File: config.mk
export PLATFORM = sky130hd
export DESIGN_NAME = mips_run_ctrl
export DESIGN_NICKNAME = d
export VERILOG_FILES = /design/src/rtl/mips_run_ctrl_pkg.sv /design/src/rtl/mips_run_ctrl_trace_fifo.sv /design/src/rtl/mips_run_ctrl.sv
export SDC_FILE = /design/constraint.sdc
export NUM_CORES = 1
export LEC_CHECK = 0
export CAP_MARGIN = 30
export CORE_ASPECT_RATIO = 0.7
export CORE_MARGIN = 1.5
export CORE_UTILIZATION = 60
export DETAILED_ROUTE_END_ITERATION = 10
export GPL_ROUTABILITY_DRIVEN = 0
export HOLD_SLACK_MARGIN = 0.08
export PLACE_DENSITY = 0.77
export SYNTH_ARGS = -nofsm -noshare
export SYNTH_HDL_FRONTEND = slang
export SYNTH_SLANG_ARGS = --single-unit
File: constraint.sdc
create_clock -name clk -period 9.34 [get_ports clk]
set_clock_uncertainty 0.05 [all_clocks]
set_input_delay 1.868 -clock clk [delete_from_list [all_inputs] [get_ports clk]]
set_output_delay 1.868 -clock clk [all_outputs]
set_load 0.005 [all_outputs]
File: src/rtl/mips_run_ctrl_pkg.sv
// Shared types and constants for the MIPS run controller: run states,
// trace entry layout and the write-filter helper.
package mips_run_ctrl_pkg;

    typedef enum logic [1:0] {
        ST_HOLD    = 2'd0,
        ST_RUN     = 2'd1,
        ST_DONE    = 2'd2,
        ST_TIMEOUT = 2'd3
    } run_state_t;

    // beq $0,$0,-1: the core spins on itself once the program finishes
    localparam logic [31:0] HALT_INSTR_DEF = 32'h1000_ffff;

    localparam int TRACE_W = 69;

    typedef struct packed {
        logic [31:0] pc;
        logic [4:0]  addr;
        logic [31:0] data;
    } trace_entry_t;

    // $0 is hard-wired, so writes to it carry no information for the checker
    function automatic logic is_traced_write(input logic we, input logic [4:0] addr);
        return we && (addr != 5'd0);
    endfunction

endpackage

File: src/rtl/mips_run_ctrl_trace_fifo.sv
// Synchronous trace FIFO with a registered head entry (zero when empty),
// simultaneous push/pop and a drop pulse when a push hits a full queue.
module trace_fifo #(
    parameter int WIDTH = 69,
    parameter int DEPTH = 8
) (
    input  logic             clk,
    input  logic             rst,
    input  logic             push,
    input  logic [WIDTH-1:0] push_data,
    input  logic             pop,
    output logic             head_valid,
    output logic [WIDTH-1:0] head_data,
    output logic             drop
);

    localparam int PTR_W = (DEPTH > 1) ? $clog2(DEPTH) : 1;
    localparam int CNT_W = PTR_W + 1;

    logic [PTR_W-1:0] wr_ptr_q, wr_ptr_d;
    logic [PTR_W-1:0] rd_ptr_q, rd_ptr_d;
    logic [CNT_W-1:0] count_q, count_d;
    logic [WIDTH-1:0] head_q, head_d;
    logic             valid_q, valid_d;
    logic [WIDTH-1:0] mem_q [DEPTH];
    logic             full_s, empty_s, do_push_s, do_pop_s;

    // Pointer/count update and next head selection
    always_comb begin
        full_s    = (count_q == CNT_W'(DEPTH));
        empty_s   = (count_q == {CNT_W{1'b0}});
        do_pop_s  = pop && !empty_s;
        do_push_s = push && (!full_s || do_pop_s);
        drop      = push && !do_push_s;
        wr_ptr_d  = wr_ptr_q;
        rd_ptr_d  = rd_ptr_q;
        count_d   = count_q;
        if (do_push_s) begin
            wr_ptr_d = wr_ptr_q + 1'b1;
        end else begin
            wr_ptr_d = wr_ptr_q;
        end
        if (do_pop_s) begin
            rd_ptr_d = rd_ptr_q + 1'b1;
        end else begin
            rd_ptr_d = rd_ptr_q;
        end
        if (do_push_s && !do_pop_s) begin
            count_d = count_q + 1'b1;
        end else if (do_pop_s && !do_push_s) begin
            count_d = count_q - 1'b1;
        end else begin
            count_d = count_q;
        end
        valid_d = (count_d != {CNT_W{1'b0}});
        // The slot being written this edge is not in mem_q yet, so forward it
        if (!valid_d) begin
            head_d = {WIDTH{1'b0}};
        end else if (do_push_s && (rd_ptr_d == wr_ptr_q)) begin
            head_d = push_data;
        end else begin
            head_d = mem_q[rd_ptr_d];
        end
    end

    // Control and head registers
    always_ff @(posedge clk or posedge rst) begin
        if (rst) begin
            wr_ptr_q <= {PTR_W{1'b0}};
            rd_ptr_q <= {PTR_W{1'b0}};
            count_q  <= {CNT_W{1'b0}};
            head_q   <= {WIDTH{1'b0}};
            valid_q  <= 1'b0;
        end else begin
            wr_ptr_q <= wr_ptr_d;
            rd_ptr_q <= rd_ptr_d;
            count_q  <= count_d;
            head_q   <= head_d;
            valid_q  <= valid_d;
        end
    end

    // Entry storage; contents are meaningless until a pointer covers them
    always_ff @(posedge clk) begin
        if (do_push_s) begin
            mem_q[wr_ptr_q] <= push_data;
        end
    end

    assign head_valid = valid_q;
    assign head_data  = head_q;

endmodule

File: src/rtl/mips_run_ctrl.sv
// Run controller for MIPS bring-up: sequences core reset, counts RUN cycles,
// detects the jump-to-self halt, enforces a timeout and traces GRF writes.
module mips_run_ctrl
    import mips_run_ctrl_pkg::*;
#(
    parameter int          RST_CYCLES  = 4,
    parameter logic [31:0] HALT_INSTR  = HALT_INSTR_DEF,
    parameter int          HALT_REPEAT = 3,
    parameter int          TIMEOUT     = 100000,
    parameter int          CNT_W       = 32,
    parameter int          FIFO_DEPTH  = 8
) (
    input  logic             clk,
    input  logic             reset,
    input  logic [31:0]      pc,
    input  logic [31:0]      instr,
    input  logic             grf_we,
    input  logic [4:0]       grf_addr,
    input  logic [31:0]      grf_wdata,
    output logic             core_reset,
    output logic             trace_valid,
    input  logic             trace_ready,
    output logic [31:0]      trace_pc,
    output logic [4:0]       trace_addr,
    output logic [31:0]      trace_data,
    output logic             done,
    output logic             timed_out,
    output logic             overflow,
    output logic [CNT_W-1:0] cycle_count
);

    localparam int HOLD_W = $clog2(RST_CYCLES + 1);
    localparam int HALT_W = $clog2(HALT_REPEAT + 1);

    run_state_t       state_q, state_d;
    logic [HOLD_W-1:0] hold_cnt_q, hold_cnt_d;
    logic [HALT_W-1:0] halt_cnt_q, halt_cnt_d;
    logic [31:0]      prev_pc_q, prev_pc_d;
    logic [CNT_W-1:0] cycle_q, cycle_d;
    logic             core_reset_q, core_reset_d;
    logic             done_q, done_d;
    logic             timed_out_q, timed_out_d;
    logic             overflow_q, overflow_d;
    logic             halt_hit_s, timeout_hit_s, push_s, pop_s, drop_s;
    trace_entry_t     push_entry_s, head_s;

    // Run sequencing, halt/timeout detection and trace push qualification
    always_comb begin
        state_d       = state_q;
        hold_cnt_d    = hold_cnt_q;
        halt_cnt_d    = halt_cnt_q;
        cycle_d       = cycle_q;
        prev_pc_d     = pc;
        halt_hit_s    = 1'b0;
        timeout_hit_s = 1'b0;
        push_s        = 1'b0;
        case (state_q)
            ST_HOLD: begin
                if (hold_cnt_q == HOLD_W'(RST_CYCLES - 1)) begin
                    state_d    = ST_RUN;
                    hold_cnt_d = {HOLD_W{1'b0}};
                end else begin
                    hold_cnt_d = hold_cnt_q + 1'b1;
                end
            end
            ST_RUN: begin
                push_s = is_traced_write(grf_we, grf_addr);
                // Never exceeds HALT_REPEAT: reaching it leaves RUN
                if (instr == HALT_INSTR) begin
                    if (pc == prev_pc_q) begin
                        halt_cnt_d = halt_cnt_q + 1'b1;
                    end else begin
                        halt_cnt_d = HALT_W'(1);
                    end
                end else begin
                    halt_cnt_d = {HALT_W{1'b0}};
                end
                halt_hit_s    = (halt_cnt_d == HALT_W'(HALT_REPEAT));
                timeout_hit_s = (cycle_q == CNT_W'(TIMEOUT - 1));
                // Count is frozen on the edge that ends the run
                if (halt_hit_s) begin
                    state_d = ST_DONE;
                end else if (timeout_hit_s) begin
                    state_d = ST_TIMEOUT;
                end else begin
                    state_d = ST_RUN;
                    if (cycle_q != {CNT_W{1'b1}}) begin
                        cycle_d = cycle_q + 1'b1;
                    end else begin
                        cycle_d = cycle_q;
                    end
                end
            end
            ST_DONE, ST_TIMEOUT: begin
                state_d = state_q;
            end
            default: begin
                state_d = ST_HOLD;
            end
        endcase
        core_reset_d = (state_d != ST_RUN);
        done_d       = (state_d == ST_DONE);
        timed_out_d  = (state_d == ST_TIMEOUT);
        overflow_d   = overflow_q | drop_s;
    end

    // Controller state and registered status outputs
    always_ff @(posedge clk or posedge reset) begin
        if (reset) begin
            state_q      <= ST_HOLD;
            hold_cnt_q   <= {HOLD_W{1'b0}};
            halt_cnt_q   <= {HALT_W{1'b0}};
            prev_pc_q    <= 32'd0;
            cycle_q      <= {CNT_W{1'b0}};
            core_reset_q <= 1'b1;
            done_q       <= 1'b0;
            timed_out_q  <= 1'b0;
            overflow_q   <= 1'b0;
        end else begin
            state_q      <= state_d;
            hold_cnt_q   <= hold_cnt_d;
            halt_cnt_q   <= halt_cnt_d;
            prev_pc_q    <= prev_pc_d;
            cycle_q      <= cycle_d;
            core_reset_q <= core_reset_d;
            done_q       <= done_d;
            timed_out_q  <= timed_out_d;
            overflow_q   <= overflow_d;
        end
    end

    assign push_entry_s = '{pc: pc, addr: grf_addr, data: grf_wdata};
    assign pop_s        = trace_valid & trace_ready;

    trace_fifo #(
        .WIDTH (TRACE_W),
        .DEPTH (FIFO_DEPTH)
    ) u_trace_fifo (
        .clk        (clk),
        .rst        (reset),
        .push       (push_s),
        .push_data  (push_entry_s),
        .pop        (pop_s),
        .head_valid (trace_valid),
        .head_data  (head_s),
        .drop       (drop_s)
    );

    assign trace_pc    = head_s.pc;
    assign trace_addr  = head_s.addr;
    assign trace_data  = head_s.data;
    assign core_reset  = core_reset_q;
    assign done        = done_q;
    assign timed_out   = timed_out_q;
    assign overflow    = overflow_q;
    assign cycle_count = cycle_q;

endmodule

==> results of run 1 <==
-- worst paths after layout --
kind / slack [ps] / depth (start not counted) / startpoint / end
worst max-delay path: 3910 / 9 / grf_addr[1] / u_trace_fifo.head_data[32]
worst min-delay path: 410 / 1 / overflow / overflow
worst max register to register: 4900 / 9 / u_trace_fifo.rd_ptr_q[0] / u_trace_fifo.head_data[14]
worst min register to register: 410 / 1 / overflow / overflow
max in group asynchronous: 6360 / 5 / reset / core_reset
min in group asynchronous: 1580 / 2 / reset / u_trace_fifo.head_data[34]
-- cell families after synthesis --
group | count (synthesis) | share of synthesized area
compound gates | 640 | 0.1479
mux | 286 | 0.08622
flops | 707 | 0.6123
simple gates | 593 | 0.1043
buf+inv | 231 | 0.02813
fa+ha+maj | 6 | 0.002247
xor+xnor | 72 | 0.01888
-- flip-flops by register name (all words and copies together), names as in the netlist --
name                     count
halt_cnt_q                   2
hold_cnt_q                   3
cycle_count                 32
prev_pc_q                   32
u_trace_fifo.rd_ptr_q        3
u_trace_fifo.wr_ptr_q        3
core_reset                   1
u_trace_fifo.head_data      69
timed_out                    1
u_trace_fifo.head_valid      1
u_trace_fifo.count_q         4
overflow                     1
u_trace_fifo.mem_q         552
state_q                      2
done                         1
-- placed cells by master (no fill, tap or decap), drive strengths merged, types with 25 or more instances in the layout --
master         count
nor2b            278
dfrtp            154
mux2i            281
nor4              93
clkbuf           102
xnor2             42
clkdlybuf4s50    210
buf               52
xor2              30
edfxtp           552
a211oi           621
nand2             36
nor3              93
nand4             25
-- critical path: stages --
cell             delay (ps)
clkdlybuf4s50_1         590
or4_4                   620
o211ai_1                480
mux2i_1                 350
xor2_1                  160
nor4_4                  270
buf_4                   570
buf_4                   740
a211oi_1                120
-- routing by layer --
layer	global-route usage	part of all wire
met1	0.4311	0.42
met5	0	0.00032
met3	0.05273	0.074
met4	0.09543	0.027
met2	0.4991	0.48
-- per-stage QoR --
stage | worst slack (ps) | power (mW) | instance area, sq um | instances | hold slack (ps)
after floorplan | 1316 | 3.495 | 33410 | 2535 | 404.0
after CTS | 4047 | 6.304 | 38370 | 3434 | 413.2
after global routing | 3836 | 6.452 | 38530 | 3441 | 441.0
final | 3909 | 6.272 | 38530 | 3442 | 412.8
after global placement | 3281 | 3.584 | 35960 | 3302 | 401.4
after detailed placement | 3426 | 3.590 | 36170 | 3310 | 400.3
-- where the power goes --
group	switching [mW]	internal, mW	leakage [nW]
sequential	0.00336	3.40	6.88
combinational	0.0699	0.0511	4.01
clock	1.15	1.59	1.08
total	1.23	5.04	12.0
-- layout make-up --
type,instances,area [sq um]
Clock inverter,22,205.2
Fill cell,3690,16600
Clock buffer,102,1996
Antenna cell,2,5.005
Sequential cell,707,20460
Timing Repair Buffer,262,2763
Multi-Input combinational cell,1597,12130
Tap cell,740,925.9
Inverter,10,42.54
==> results.md, run 1 <==
- Run status: complete, no violations
- Antenna violations before repair: 3
- Max-Cap Viols: 0
- WL/cell: 25.78 um
- Mapped Cells: ~2500
- Final min period: about 5400 ps
- Post-cts hold buffer count: 0
- Post-synth top area cell: edfxtp_1
- CTS sink cnt: around 710
- Layout net count: 2758
- Std-Cell Rows: 72
- Vias/cell: between 6 and 7
- Iter 0 DRT Violations: 2446
- Clock-pin slew on the worst setup and hold paths: 60 ps
- Slew margin rel.: 0.2746
- CTS tree: done
- Worst-Margin Slew: 1065 ps
- Setup Crit Path Kind: input port to register
- Core Box Area: 55130 sq um
- I/O Buffers: 210
- Crit path max fanout: 36
- Chip height: 200.4 um
- Area delta synth->final: 15.34%
- RSZ-0062 raised after global routing: no
- DRC viols: 0
- Starting density of the core: 0.6059
- Global-route wire length before repair: 135.8 mm
- #FFs+latches synth: between 700 and 800
- Synth cell types: 51
- Post-Syn Nets: roughly 2600
- Mean post-synth cell area: approximately 13 sq um
- Share of the yosys chip area belonging to registers: 0.6123
- Fmax: 184.1 MHz
- Top-count cell post-synth: a211oi_1
- Total track usage: 0.3085
- Synth top area cells: edfxtp_1, a211oi_1, dfrtp_1
- Routed Antenna Nets: 0
- Gr ovfl total: 0
- Arrival time at the worst endpoint: ~5800 ps
- Detail Placement HPWL: 47.77 mm
- Clk buf depth: 3
- Final core utilization: 0.6989
- Commonest cells in the netlist: a211oi_1, edfxtp_1, mux2i_1
- Clk Latency, worst-skew pair: 610 ps
- Final setup viols: 0
- Max-slew violations: 0
- Die width: ~290 um
- Worst vdd ir: roughly 0.00015 V
- Cell area after synthesis: 33410 sq um
- Drt first pass iters: 6
- Crit start category: input port
- Post-synth EDFFs: 552
- Power per standard cell area: around 160 nW/um^2
- Post-CTS Resized: 0
- Fraction of layout cells with a size suffix above 1: 0.07667
- Leakage: roughly 12 nW
- Post-Route WL: around 89 mm
- Num CTS Buffers: a little under 70
- IO Pins: around 210
- Hold Crit Class: register to register
- Clock root cell: clkbuf_16
- Setup TNS: 0 ps
- Setup crit end kind: register
- Share of the synthesized area in the top cell type: 0.4962
- Largest net degree at the start of global routing: 184
- H-tree levels: 3
- Endpoints failing hold: 0
- Vias after detailed routing: 23410
- Setup Buffers After CTS: 0
- Syn. warnings: 0
- DIE AREA: ~57000 sq um
- Vias in the first global route: approximately 23000
- Asr flop ratio synth: 0.2192
- Worst EP required: 9740 ps
- Top FF cell, synth: edfxtp_1
- Final period util: 0.5815
No activity file was read; power rests on OpenSTA's default activity.
==> run 2: changes to the inputs <==
clock period = 5.4 ns   (was 9.34 ns; I/O delays follow)
==> results.md, run 2 (synthesis results as in run 1) <==
- R2R Path End: u_trace_fifo.head_data[24] (was u_trace_fifo.head_data[14])
- Post-CTS Resized: 0 (unchanged)
- Num CTS Buffers: 69 (unchanged)
- Antenna violations before repair: 3 (unchanged)
- Critical path's top delay family: buffers and inverters (unchanged)
- Run status: complete, no violations (unchanged)
- Fmax: about 250 MHz
- Crit path max fanout: 38 (was 36)
- Max-Cap Viols: 0 (unchanged)
- Switching power: 2.114 mW (was 1.228 mW)
- Hold Crit Class: register to register (unchanged)
- Hold-critical path endpoint: overflow (unchanged)
- Largest net degree at the start of global routing: 187 (was 184)
- Post-Route WL: 87.37 mm (was 88.73 mm)
- Detail Placement HPWL: 47.12 mm (was 47.77 mm)
- Hold Crit Depth: 1 (unchanged)
- Arrival time at the worst endpoint: 4510 ps (was 5830 ps)
- Leakage: 12.01 nW (was 11.96 nW)
- Clock power share: 0.443 (was 0.438)
- Core Box Area: 55130 sq um (unchanged)
- Gr ovfl total: 0 (unchanged)
- Drt first pass iters: 6 (unchanged)
- H-tree levels: 3 (unchanged)
- I/O Buffers: 210 (unchanged)
- Max incr delay on CP: 640 ps (was 740 ps)
- Power per standard cell area: 283.2 nW/um^2 (was 162.8 nW/um^2)
- Final period util: 0.7546
- Most common cell after layout, fill and taps aside: a211oi_1 (unchanged)
- Layout net count: 2765 (was 2758)
- Die width: 285.0 um (unchanged)
- Fraction of layout cells with a size suffix above 1: 0.07868 (was 0.07667)
- IO Pins: 211 (unchanged)
- Critical-path cell list: clkdlybuf4s50_1 > or4_4 > o211ai_1 > nor2_1 > o21ai_4 > buf_4 > buf_4 > nor3_1 > a211oi_1 (was clkdlybuf4s50_1 > or4_4 > o211ai_1 > mux2i_1 > xor2_1 > nor4_4 > buf_4 > buf_4 > a211oi_1)
- Max reg flops: 552 (unchanged)
- RSZ-0062 raised after global routing: no (unchanged)
- Largest Register: u_trace_fifo.mem_q (unchanged)
- CTS sink cnt: 707 (unchanged)
- Area of the multi-input gates: 12150 sq um (was 12130 sq um)
- Vias after detailed routing: 23250 (was 23410)
- R2R depth: 7 (was 9)
- Logic pwr share: 0.019 (about the same)
- Starting density of the core: 0.6059 (unchanged)
- Hold Startpoint: overflow (unchanged)
- Setup TNS: 0 ps (unchanged)
- Sequential share of power: 0.538 (was 0.543)
- Setup Buffers After CTS: 0 (unchanged)
- Setup crit end kind: register (unchanged)
- Total track usage: 0.3035 (was 0.3085)
- Crit start category: input port (unchanged)
- Chip height: 200.4 um (unchanged)
- Max-slew violations: 0 (unchanged)
- Area delta synth->final: 15.72% (was 15.34%)
- R2r setup slk: 1750 ps (was 4900 ps)
- Final setup viols: 0 (unchanged)
- Iter 0 DRT Violations: 2514 (was 2446)
- Vias/cell: 6.740 (was 6.802)
- Most frequent CP cell: buf_4 (unchanged)
- Global-route wire length before repair: 134.0 mm (was 135.8 mm)
- Endpoints failing hold: 0 (unchanged)
- Clk buf depth: 3 (unchanged)
- Clk Latency, worst-skew pair: 610 ps (about the same)
- Routed Antenna Nets: 0 (unchanged)
- Vias in the first global route: 23370 (was 23340)
- Slew margin rel.: 0.2754 (was 0.2746)
- Worst-Margin Slew: 1077 ps (was 1065 ps)
- Std-Cell Rows: 72 (unchanged)
- CTS tree: done (unchanged)
- Worst vdd ir: 0.0002526 V (was 0.0001476 V)
- Commonest non-fill, non-tap cells in the layout: a211oi_1, edfxtp_1, mux2i_1 (unchanged)
- Final min period: 4075 ps
- Worst r2r src: u_trace_fifo.rd_ptr_q[1] (was u_trace_fifo.rd_ptr_q[0])
- Fillers: 3665 (was 3690)
- Worst EP required: 5840 ps (was 9740 ps)
- DRC viols: 0 (unchanged)
- DIE AREA: 57120 sq um (unchanged)
- WP buf/inv: 3 (unchanged)
- Net Sw Frac: 0.1931 (was 0.1958)
- Setup Crit Path Kind: input port to register (unchanged)
- Hold slack: 430.6 ps (was 412.8 ps)
- Clock-pin slew on the worst setup and hold paths: 60 ps (about the same)
- Storage cell area: 20460 sq um (unchanged)
- Clock root cell: clkbuf_16 (unchanged)
- WL/cell: 25.32 um (was 25.78 um)
- P_int: 8.833 mW (was 5.044 mW)
- Post-cts hold buffer count: 0 (unchanged)
- CP max stage cell: or4_4 (was buf_4)
==> run 2: worst max path at each step <==
stage,slack [ps],from,cells past startpoint,endpoint
floorplan,20,trace_ready,5,u_trace_fifo.mem_q[4][0]
global placement,910,grf_addr[1],9,u_trace_fifo.head_data[60]
detailed placement,810,grf_addr[1],9,u_trace_fifo.head_data[53]
CTS,1450,grf_addr[1],9,u_trace_fifo.head_data[53]
global route,1210,grf_addr[1],9,u_trace_fifo.head_data[41]
finish,1330,grf_addr[1],9,u_trace_fifo.head_data[41]
==> run 2: area by class of cell <==
| type | instances | area share |
|---|---|---|
| tap | 740 | 0.02395 |
| clock inverter | 17 | 0.006182 |
| timing repair buffer | 269 | 0.07269 |
| multi-input combinational | 1597 | 0.3143 |
| clock buffer | 107 | 0.05230 |
| antenna | 3 | 0.0001942 |
| inverter | 10 | 0.001100 |
| sequential | 707 | 0.5292 |
==> run 2: layer usage <==
metal  track usage  share of wire  vias up
li1              -              -    10300
met1        0.4178           0.41    11700
met2        0.4909           0.48     1070
met3       0.05080          0.078      185
met4        0.1111          0.028        0
met5             0              0        -
==> run 2: power groups by stage <==
stage               registers (mW)  clock network (mW)  logic [mW]
global route                  5.89                5.12       0.225
floorplan                     6.00                   0      0.0410
CTS                           5.89                4.91       0.207
finish                        5.89                4.85       0.206
detailed placement            6.00                   0       0.205
global placement              6.00                   0       0.199
==> run 2: through the flow <==
step | instance area (sq um) | instances | setup slack [ps] | util | total power, mW
floorplan | 33420 | 2535 | 16.40 | - | 6.045
global placement | 36330 | 3321 | 910.1 | 0.6590 | 6.202
detailed placement | 36360 | 3322 | 806.2 | 0.6595 | 6.208
CTS | 38620 | 3446 | 1451 | 0.7005 | 11.00
global route | 38660 | 3450 | 1210 | 0.7012 | 11.23
finish | 38660 | 3450 | 1325 | 0.7012 | 10.95
